--- config.mk ---
export PLATFORM = sky130hd
export DESIGN_NAME = tri_raster_walk_flat
export DESIGN_NICKNAME = d
export VERILOG_FILES = /design/src/rtl/raster_pkg.sv /design/src/rtl/tri_raster_walk_if.sv /design/src/rtl/edge_stepper.sv /design/src/rtl/tri_raster_walk.sv /design/src/flat_wrapper.sv
export SDC_FILE = /design/constraint.sdc
export NUM_CORES = 2
export LEC_CHECK = 0
export ABC_AREA = 1
export BUFFER_PORTS_ARGS = -buffer_cell sky130_fd_sc_hd__buf_2
export CAP_MARGIN = 0
export CORE_ASPECT_RATIO = 1.25
export CORE_MARGIN = 2
export CORE_UTILIZATION = 30
export DETAILED_ROUTE_END_ITERATION = 8
export PLACE_DENSITY = 0.47
export SLEW_MARGIN = 20
export SYNTH_ARGS = -nofsm -noshare
export SYNTH_HDL_FRONTEND = slang
export SYNTH_SLANG_ARGS = --single-unit
--- constraint.sdc ---
create_clock -name clk -period 30.4 [get_ports clk]
set_input_delay 3.04 -clock clk [delete_from_list [all_inputs] [get_ports clk]]
set_output_delay 3.04 -clock clk [all_outputs]
set_load 0.02 [all_outputs]
--- src/rtl/raster_pkg.sv ---
// Shared types for the triangle raster walker: coordinate, coefficient and
// edge-value widths plus the walker FSM state encoding.
package raster_pkg;

    typedef logic        [8:0]  xcoord_t;
    typedef logic        [7:0]  ycoord_t;
    typedef logic signed [9:0]  coef_t;
    typedef logic signed [17:0] const_t;
    typedef logic signed [20:0] edge_t;

    typedef enum logic [2:0] {
        ST_IDLE = 3'd0,
        ST_MUL  = 3'd1,
        ST_SUM  = 3'd2,
        ST_WALK = 3'd3,
        ST_FIN  = 3'd4
    } state_t;

    localparam int NUM_EDGES = 3;

endpackage

--- src/rtl/tri_raster_walk_if.sv ---
// Covered-pixel valid/ready stream from the raster walker to the fragment stage.
interface tri_raster_walk_if;
    import raster_pkg::*;

    logic    pix_valid;
    logic    pix_ready;
    xcoord_t pix_x;
    ycoord_t pix_y;

    modport master (output pix_valid, output pix_x, output pix_y, input  pix_ready);
    modport slave  (input  pix_valid, input  pix_x, input  pix_y, output pix_ready);

endinterface

--- src/rtl/edge_stepper.sv ---
// One edge function E = a*x + b*y + c: computes the box-corner value, then
// steps it incrementally along x and from row to row; exposes sign/zero flags.
module edge_stepper
    import raster_pkg::*;
(
    input  logic    clk,
    input  logic    rst,
    input  logic    mul_en,
    input  logic    init_en,
    input  logic    step_x,
    input  logic    step_row,
    input  coef_t   a,
    input  coef_t   b,
    input  const_t  c,
    input  xcoord_t x0,
    input  ycoord_t y0,
    output logic    e_neg,
    output logic    e_zero
);

    edge_t a_ext_s, b_ext_s, c_ext_s, x0_ext_s, y0_ext_s;
    edge_t prod_x_q, prod_x_d, prod_y_q, prod_y_d;
    edge_t e_q, e_d, row_e_q, row_e_d;

    // Sign-extend coefficients, zero-extend coordinates, select the next E values
    always_comb begin
        a_ext_s  = {{11{a[9]}}, a};
        b_ext_s  = {{11{b[9]}}, b};
        c_ext_s  = {{3{c[17]}}, c};
        x0_ext_s = {12'd0, x0};
        y0_ext_s = {13'd0, y0};
        prod_x_d = prod_x_q;
        prod_y_d = prod_y_q;
        e_d      = e_q;
        row_e_d  = row_e_q;
        if (mul_en) begin
            prod_x_d = a_ext_s * x0_ext_s;
            prod_y_d = b_ext_s * y0_ext_s;
        end else begin
            prod_x_d = prod_x_q;
            prod_y_d = prod_y_q;
        end
        if (init_en) begin
            e_d     = prod_x_q + prod_y_q + c_ext_s;
            row_e_d = prod_x_q + prod_y_q + c_ext_s;
        end else if (step_x) begin
            e_d = e_q + a_ext_s;
        end else if (step_row) begin
            row_e_d = row_e_q + b_ext_s;
            e_d     = row_e_q + b_ext_s;
        end else begin
            e_d     = e_q;
            row_e_d = row_e_q;
        end
    end

    // Product and edge-value registers
    always_ff @(posedge clk or posedge rst) begin
        if (rst) begin
            prod_x_q <= 21'sd0;
            prod_y_q <= 21'sd0;
            e_q      <= 21'sd0;
            row_e_q  <= 21'sd0;
        end else begin
            prod_x_q <= prod_x_d;
            prod_y_q <= prod_y_d;
            e_q      <= e_d;
            row_e_q  <= row_e_d;
        end
    end

    assign e_neg  = e_q[20];
    assign e_zero = (e_q == 21'sd0);

endmodule

--- src/rtl/tri_raster_walk.sv ---
// Walks a triangle's bounding box row-major and streams covered pixels.
// Build option RASTER_BOTH_WINDING_EN also accepts clockwise triangles.
module tri_raster_walk
    import raster_pkg::*;
(
    input  logic    clk,
    input  logic    rst,
    input  logic    edge_done,
    input  coef_t   a1,
    input  coef_t   b1,
    input  coef_t   a2,
    input  coef_t   b2,
    input  coef_t   a3,
    input  coef_t   b3,
    input  const_t  c1,
    input  const_t  c2,
    input  const_t  c3,
    input  xcoord_t bbxi,
    input  xcoord_t bbxf,
    input  ycoord_t bbyi,
    input  ycoord_t bbyf,
    tri_raster_walk_if.master pix,
    output logic    raster_busy,
    output logic    raster_done
);

    state_t  state_q, state_d;
    coef_t   a_q [NUM_EDGES];
    coef_t   a_d [NUM_EDGES];
    coef_t   b_q [NUM_EDGES];
    coef_t   b_d [NUM_EDGES];
    const_t  c_q [NUM_EDGES];
    const_t  c_d [NUM_EDGES];
    xcoord_t bbxi_q, bbxi_d, bbxf_q, bbxf_d, x_q, x_d, pix_x_q, pix_x_d;
    ycoord_t bbyi_q, bbyi_d, bbyf_q, bbyf_d, y_q, y_d, pix_y_q, pix_y_d;
    logic    pix_valid_q, pix_valid_d, busy_q, busy_d, done_q, done_d;

    logic [NUM_EDGES-1:0] e_neg_s, e_zero_s;
    logic stall_s, x_last_s, y_last_s, advance_s, inside_s;
    logic mul_en_s, init_en_s, step_x_s, step_row_s;

    // Walker control and the point-coverage decision
    always_comb begin
        stall_s    = pix_valid_q & ~pix.pix_ready;
        x_last_s   = (x_q >= bbxf_q);
        y_last_s   = (y_q >= bbyf_q);
        advance_s  = (state_q == ST_WALK) & ~stall_s;
        mul_en_s   = (state_q == ST_MUL);
        init_en_s  = (state_q == ST_SUM);
        step_x_s   = advance_s & ~x_last_s;
        step_row_s = advance_s & x_last_s & ~y_last_s;
        inside_s   = &(~e_neg_s | e_zero_s);
`ifdef RASTER_BOTH_WINDING_EN
        inside_s   = inside_s | (&(e_neg_s | e_zero_s));
`endif
    end

    for (genvar i = 0; i < NUM_EDGES; i++) begin : g_edge
        edge_stepper u_edge (
            .clk      (clk),
            .rst      (rst),
            .mul_en   (mul_en_s),
            .init_en  (init_en_s),
            .step_x   (step_x_s),
            .step_row (step_row_s),
            .a        (a_q[i]),
            .b        (b_q[i]),
            .c        (c_q[i]),
            .x0       (bbxi_q),
            .y0       (bbyi_q),
            .e_neg    (e_neg_s[i]),
            .e_zero   (e_zero_s[i])
        );
    end

    // FSM next state, coordinate walk and pixel output register
    always_comb begin
        state_d     = state_q;
        a_d         = a_q;
        b_d         = b_q;
        c_d         = c_q;
        bbxi_d      = bbxi_q;
        bbxf_d      = bbxf_q;
        bbyi_d      = bbyi_q;
        bbyf_d      = bbyf_q;
        x_d         = x_q;
        y_d         = y_q;
        pix_valid_d = pix_valid_q;
        pix_x_d     = pix_x_q;
        pix_y_d     = pix_y_q;
        busy_d      = busy_q;
        done_d      = done_q;
        case (state_q)
            ST_IDLE: begin
                done_d = 1'b0;
                if (edge_done) begin
                    a_d[0] = a1;  a_d[1] = a2;  a_d[2] = a3;
                    b_d[0] = b1;  b_d[1] = b2;  b_d[2] = b3;
                    c_d[0] = c1;  c_d[1] = c2;  c_d[2] = c3;
                    bbxi_d  = bbxi;
                    bbxf_d  = bbxf;
                    bbyi_d  = bbyi;
                    bbyf_d  = bbyf;
                    busy_d  = 1'b1;
                    state_d = ST_MUL;
                end else begin
                    busy_d  = 1'b0;
                end
            end
            ST_MUL: state_d = ST_SUM;
            ST_SUM: begin
                x_d     = bbxi_q;
                y_d     = bbyi_q;
                state_d = ST_WALK;
            end
            ST_WALK: begin
                if (!stall_s) begin
                    // Either nothing is pending or it transfers on this edge
                    pix_valid_d = inside_s;
                    if (inside_s) begin
                        pix_x_d = x_q;
                        pix_y_d = y_q;
                    end else begin
                        pix_x_d = pix_x_q;
                        pix_y_d = pix_y_q;
                    end
                    if (!x_last_s) begin
                        x_d = x_q + 9'd1;
                    end else if (!y_last_s) begin
                        x_d = bbxi_q;
                        y_d = y_q + 8'd1;
                    end else begin
                        state_d = ST_FIN;
                    end
                end else begin
                    state_d = ST_WALK;
                end
            end
            ST_FIN: begin
                if (!stall_s) begin
                    pix_valid_d = 1'b0;
                    done_d      = 1'b1;
                    state_d     = ST_IDLE;
                end else begin
                    state_d     = ST_FIN;
                end
            end
            default: state_d = ST_IDLE;
        endcase
    end

    // State, latched triangle and output registers
    always_ff @(posedge clk or posedge rst) begin
        if (rst) begin
            state_q     <= ST_IDLE;
            a_q         <= '{default: '0};
            b_q         <= '{default: '0};
            c_q         <= '{default: '0};
            bbxi_q      <= 9'd0;
            bbxf_q      <= 9'd0;
            bbyi_q      <= 8'd0;
            bbyf_q      <= 8'd0;
            x_q         <= 9'd0;
            y_q         <= 8'd0;
            pix_valid_q <= 1'b0;
            pix_x_q     <= 9'd0;
            pix_y_q     <= 8'd0;
            busy_q      <= 1'b0;
            done_q      <= 1'b0;
        end else begin
            state_q     <= state_d;
            a_q         <= a_d;
            b_q         <= b_d;
            c_q         <= c_d;
            bbxi_q      <= bbxi_d;
            bbxf_q      <= bbxf_d;
            bbyi_q      <= bbyi_d;
            bbyf_q      <= bbyf_d;
            x_q         <= x_d;
            y_q         <= y_d;
            pix_valid_q <= pix_valid_d;
            pix_x_q     <= pix_x_d;
            pix_y_q     <= pix_y_d;
            busy_q      <= busy_d;
            done_q      <= done_d;
        end
    end

    assign pix.pix_valid = pix_valid_q;
    assign pix.pix_x     = pix_x_q;
    assign pix.pix_y     = pix_y_q;
    assign raster_busy   = busy_q;
    assign raster_done   = done_q;

endmodule

--- src/flat_wrapper.sv ---
// flat-port wrapper written by rule: the top's interface ports become plain ports
module tri_raster_walk_flat import raster_pkg::*;
  (clk, rst, edge_done, a1, b1, a2, b2, a3, b3, c1, c2, c3, bbxi, bbxf, bbyi, bbyf, raster_busy, raster_done, pix_pix_valid, pix_pix_x, pix_pix_y, pix_pix_ready);
  tri_raster_walk_if pix_i ();
  input  logic clk;
  input  logic rst;
  input  logic edge_done;
  input  coef_t a1;
  input  coef_t b1;
  input  coef_t a2;
  input  coef_t b2;
  input  coef_t a3;
  input  coef_t b3;
  input  const_t c1;
  input  const_t c2;
  input  const_t c3;
  input  xcoord_t bbxi;
  input  xcoord_t bbxf;
  input  ycoord_t bbyi;
  input  ycoord_t bbyf;
  output logic raster_busy;
  output logic raster_done;
  output wire logic [$bits(pix_i.pix_valid)-1:0] pix_pix_valid;
  output wire logic [$bits(pix_i.pix_x)-1:0] pix_pix_x;
  output wire logic [$bits(pix_i.pix_y)-1:0] pix_pix_y;
  input wire logic [$bits(pix_i.pix_ready)-1:0] pix_pix_ready;
  assign pix_pix_valid = pix_i.pix_valid;
  assign pix_pix_x = pix_i.pix_x;
  assign pix_pix_y = pix_i.pix_y;
  assign pix_i.pix_ready = pix_pix_ready;
  tri_raster_walk u_core (.clk(clk), .rst(rst), .edge_done(edge_done), .a1(a1), .b1(b1), .a2(a2), .b2(b2), .a3(a3), .b3(b3), .c1(c1), .c2(c2), .c3(c3), .bbxi(bbxi), .bbxf(bbxf), .bbyi(bbyi), .bbyf(bbyf), .pix(pix_i), .raster_busy(raster_busy), .raster_done(raster_done));
endmodule
==> run_results.csv <==
group,metric,value,unit
outcome,outcome,"finished, final reports clean",
global_routing,grt_util_all_layers,20.62,%
global_routing,grt_antenna_before_repair,4,
floorplanning,initial_util,30.13,%
job,maxCapViolCount,0,
cts,cts.htree.levels,2,
setup_path,crit_path_end_kind,"flip-flop",
global_routing,global_route_wire_length_before_repair,281800,um
worst_hold_path,worstHoldPathType,"reg2reg",
setup_path,crit_buf_inv,4,
cts,cts_setup_buffers,0,
synthesis,post_synth_instance_area,52210,sq um
setup_path,worstPathArrival,6.43,ns
setup_path,reg2reg_from,"u_core.bbxi_q[4]",
cts,holdBufCountCts,0,
timing,finalSetupViolCount,0,
floorplanning,placementRows,171,
synthesis,netlist_instances,7443,
timing,worst_pin_slew,1.144,ns
global_routing,globalRouteOverflowTotal,0,
floorplanning,top_level_ports,172,
timing,timing.clock.skew,0.03254,ns
cells_and_area,nFillCells,18920,
setup_path,r2r_slack,24.52,ns
setup_path,r2r_cells,18,
floorplanning,die_width,377.1,um
drt,route.met2.wl,89180,um
cells_and_area,mostFrequentLayoutCell,"sky130_fd_sc_hd__nand2_1",
synthesis,number_of_synthesized_flops_with_an_enable_pin,0,
synthesis,postSynthRegisterBits,431,
cells_and_area,commonest_cells_after_routing_fill_and_taps_aside,"2,495 x sky130_fd_sc_hd__nand2_1, 1,455 x sky130_fd_sc_hd__inv_1, 507 x sky130_fd_sc_hd__fa_1",
setup_path,slowest_delay,0.88,ns
synthesis,postSynth.asyncResetShare,100.0,%
cts,clk_latency,0.69,ns
placement,post-place-cells,9672,
worst_hold_path,whs_path_depth,2,
drt,number_of_vias_per_cell,4.717,
cts,cts_tree,"built",
synthesis,seq_area_frac_synth,20.66,%
setup_path,crit_path_start_kind,"flip-flop",
cts,ctsResizeCount,0,
drt,routed-via-count,46100,
synthesis,synthDistinctLibCells,42,
drt,top_layer,"met4",
worst_hold_path,hp-start,"u_core.raster_busy",
timing,rsz0062_at_grt,"no",
drt,post_drt_wl_per_cell,18.52,um
cts,cts_buffers,57,
timing,final_max_slew_viol_count,0,
floorplanning,design.die.area,177400,sq um
placement,gp_congestion,0.9098,
cts,clk_transition_reported_paths,0.06,ns
floorplanning,die_y,470.4,um
timing,post-route-period-util,19.33,%
global_routing,grt_start_max_net_pins,130,
drt,route.met3.wl,5579,um
cts,sinks_on_clock_net,431,
cells_and_area,final_cell_count_no_fill,9774,
global_routing,first_global_vias,47680,
cells_and_area,design.final.nets,8586,
setup_path,slowest_stage_cell_on_the_critical_path,"sky130_fd_sc_hd__dfrtp_1",
timing,fmax,170.1,MHz
drt,met1Wirelength,80090,um
synthesis,syn_avg_cell_area,7.015,sq um
setup_path,worst_path_dominant_cell_family,"adder cells",
timing,hold_viol,0,
worst_hold_path,hold-path-endpoint,"u_core.raster_busy",
drt,route.detailed.drc,0,
setup_path,critical_path_cell_by_cell,"buf_4 -> nand2_1 -> fa_1 -> fa_1 -> inv_1 -> fa_1 -> fa_1 -> inv_1 -> fa_1 -> inv_1 -> ha_1 -> a21oi_1 -> nand3_1 -> a21boi_0 -> o21ai_0 -> or2_2 -> nand3_1 -> nand2_1",
timing,fin_tns_setup,0,ns
setup_path,reg_to_reg_critical_path_endpoint,"u_core.g_edge[1].u_edge.prod_x_q[14]",
drt,pre_repair_dr_iteration_count,6,
placement,hpwl,144000,um
synthesis,synth_flop_cell,"sky130_fd_sc_hd__dfrtp_1",
setup_path,critical_path.most_common_cell,"sky130_fd_sc_hd__fa_1",
cts,ctsLongestPathBuffers,3,
drt,drtIter0Drc,2431,
drt,postRouteAntennaNets,0,
cts,cts.root.buffer_cell,"sky130_fd_sc_hd__clkbuf_16",
setup_path,worst-setup-path-type,"reg2reg",
cells_and_area,layout-area-overhead-vs-synth,9.645,%
cells_and_area,drive_gt1_share,4.811,%
synthesis,syn-num-nets,8547,
timing,layout_min_cycle_time,5.878,ns
setup_path,critical_path_required,30.96,ns
setup_path,crit_fanout,19,
placement,port-buffer-count,171,
floorplanning,area_of_the_core,173300,sq um
drt,aggregate_routed_wire_length,181000,um
timing,maxSlewHeadroom,22.94,%
synthesis,synthesis.yosys.warnings,0,
synth_stat cells, types with 28 or more instances:
cell type | count | area (sq um)
sky130_fd_sc_hd__nor2_1 | 436 | 1637
sky130_fd_sc_hd__nand3_1 | 415 | 2077
sky130_fd_sc_hd__buf_2 | 50 | 250.2
sky130_fd_sc_hd__or2_2 | 30 | 187.7
sky130_fd_sc_hd__inv_1 | 1459 | 5477
sky130_fd_sc_hd__nand4_1 | 73 | 456.7
sky130_fd_sc_hd__xnor2_1 | 84 | 735.7
sky130_fd_sc_hd__o21ai_0 | 260 | 1301
sky130_fd_sc_hd__nor3_1 | 31 | 155.2
sky130_fd_sc_hd__ha_1 | 445 | 5568
sky130_fd_sc_hd__nand3b_1 | 35 | 262.8
sky130_fd_sc_hd__fa_1 | 507 | 10150
sky130_fd_sc_hd__xor2_1 | 56 | 490.5
sky130_fd_sc_hd__a21oi_1 | 268 | 1341
sky130_fd_sc_hd__nand2_1 | 2496 | 9369
sky130_fd_sc_hd__dfrtp_1 | 431 | 10790
sky130_fd_sc_hd__a31oi_1 | 53 | 331.6
sky130_fd_sc_hd__o21bai_1 | 28 | 210.2
sky130_fd_sc_hd__clkbuf_1 | 171 | 641.9
worst min-delay path, stage by stage (launching register included):
cell and delay, ns:
sky130_fd_sc_hd__dfrtp_1 0.34, sky130_fd_sc_hd__nand2_1 0.06, sky130_fd_sc_hd__nand2_1 0.05
cell type report:
cell class | instances | area, sq um | area share, %
clock inverters | 24 | 325.3 | 0.5682
diodes | 1 | 2.502 | 0.004371
flip-flops and latches | 431 | 10790 | 18.85
clock buffers | 77 | 1603 | 2.800
repair buffers | 217 | 1214 | 2.120
well taps | 2249 | 2814 | 4.915
multi-input cells | 5312 | 34990 | 61.11
inverters | 1463 | 5514 | 9.632
cell families after synthesis:
family          synth area share, %
compound gates                7.014
xor+xnor                      2.348
fa+ha+maj                     30.10
buf+inv                       12.39
flops                         20.66
mux                         0.04313
simple gates                  27.44
flip-flops by register name (all words and copies together), names as in the netlist, 3 cells and up:
| name | flops |
|---|---|
| u_core.x_q | 9 |
| u_core.y_q | 8 |
| u_core.g_edge.u_edge.row_e_q | 63 |
| u_core.pix.pix_y | 8 |
| u_core.g_edge.u_edge.prod_x_q | 60 |
| u_core.g_edge.u_edge.prod_y_q | 57 |
| u_core.c_q | 54 |
| u_core.bbxf_q | 9 |
| u_core.a_q | 30 |
| u_core.state_q | 3 |
| u_core.b_q | 30 |
| u_core.bbyf_q | 8 |
| u_core.bbyi_q | 8 |
| u_core.bbxi_q | 9 |
| u_core.pix.pix_x | 9 |
| u_core.g_edge.u_edge.e_q | 63 |
per-stage QoR:
step	hold slack (ns)	setup slack [ns]	utilization [%]	area, sq um
5_1_grt	0.5052	24.17	33.03	57250
3_5_place_dp	0.4652	23.81	31.92	55320
2_1_floorplan	0.4483	15.36	-	52210
6_report	0.4759	24.52	33.03	57250
4_1_cts	0.4799	24.50	33.03	57240
3_3_place_gp	0.4551	23.87	31.92	55320
metal layers:
metal  global-route usage [%]  vias up
met2                    36.36      766
met4                    6.484        0
met3                    1.757      219
met1                    26.49    22360
met5                        0        -
li1                         -    22760
how the worst max path moves through the flow:
stage / start / endpoint / slack, ns / cells past startpoint
after floorplan: rst / u_core.a_q[0] / 15.36 / 1
after global placement: rst / u_core.b_q[15] / 23.87 / 5
after detailed placement: rst / u_core.b_q[15] / 23.81 / 5
after CTS: u_core.bbxi_q[4] / u_core.g_edge[1].u_edge.prod_x_q[14] / 24.50 / 18
after global routing: rst / u_core.b_q[16] / 24.17 / 5
final: u_core.bbxi_q[4] / u_core.g_edge[1].u_edge.prod_x_q[14] / 24.52 / 18
Power is left out: the tool's default activity adds up to more than one toggle a clock period on the data nets, which glitch-free logic cannot reach.
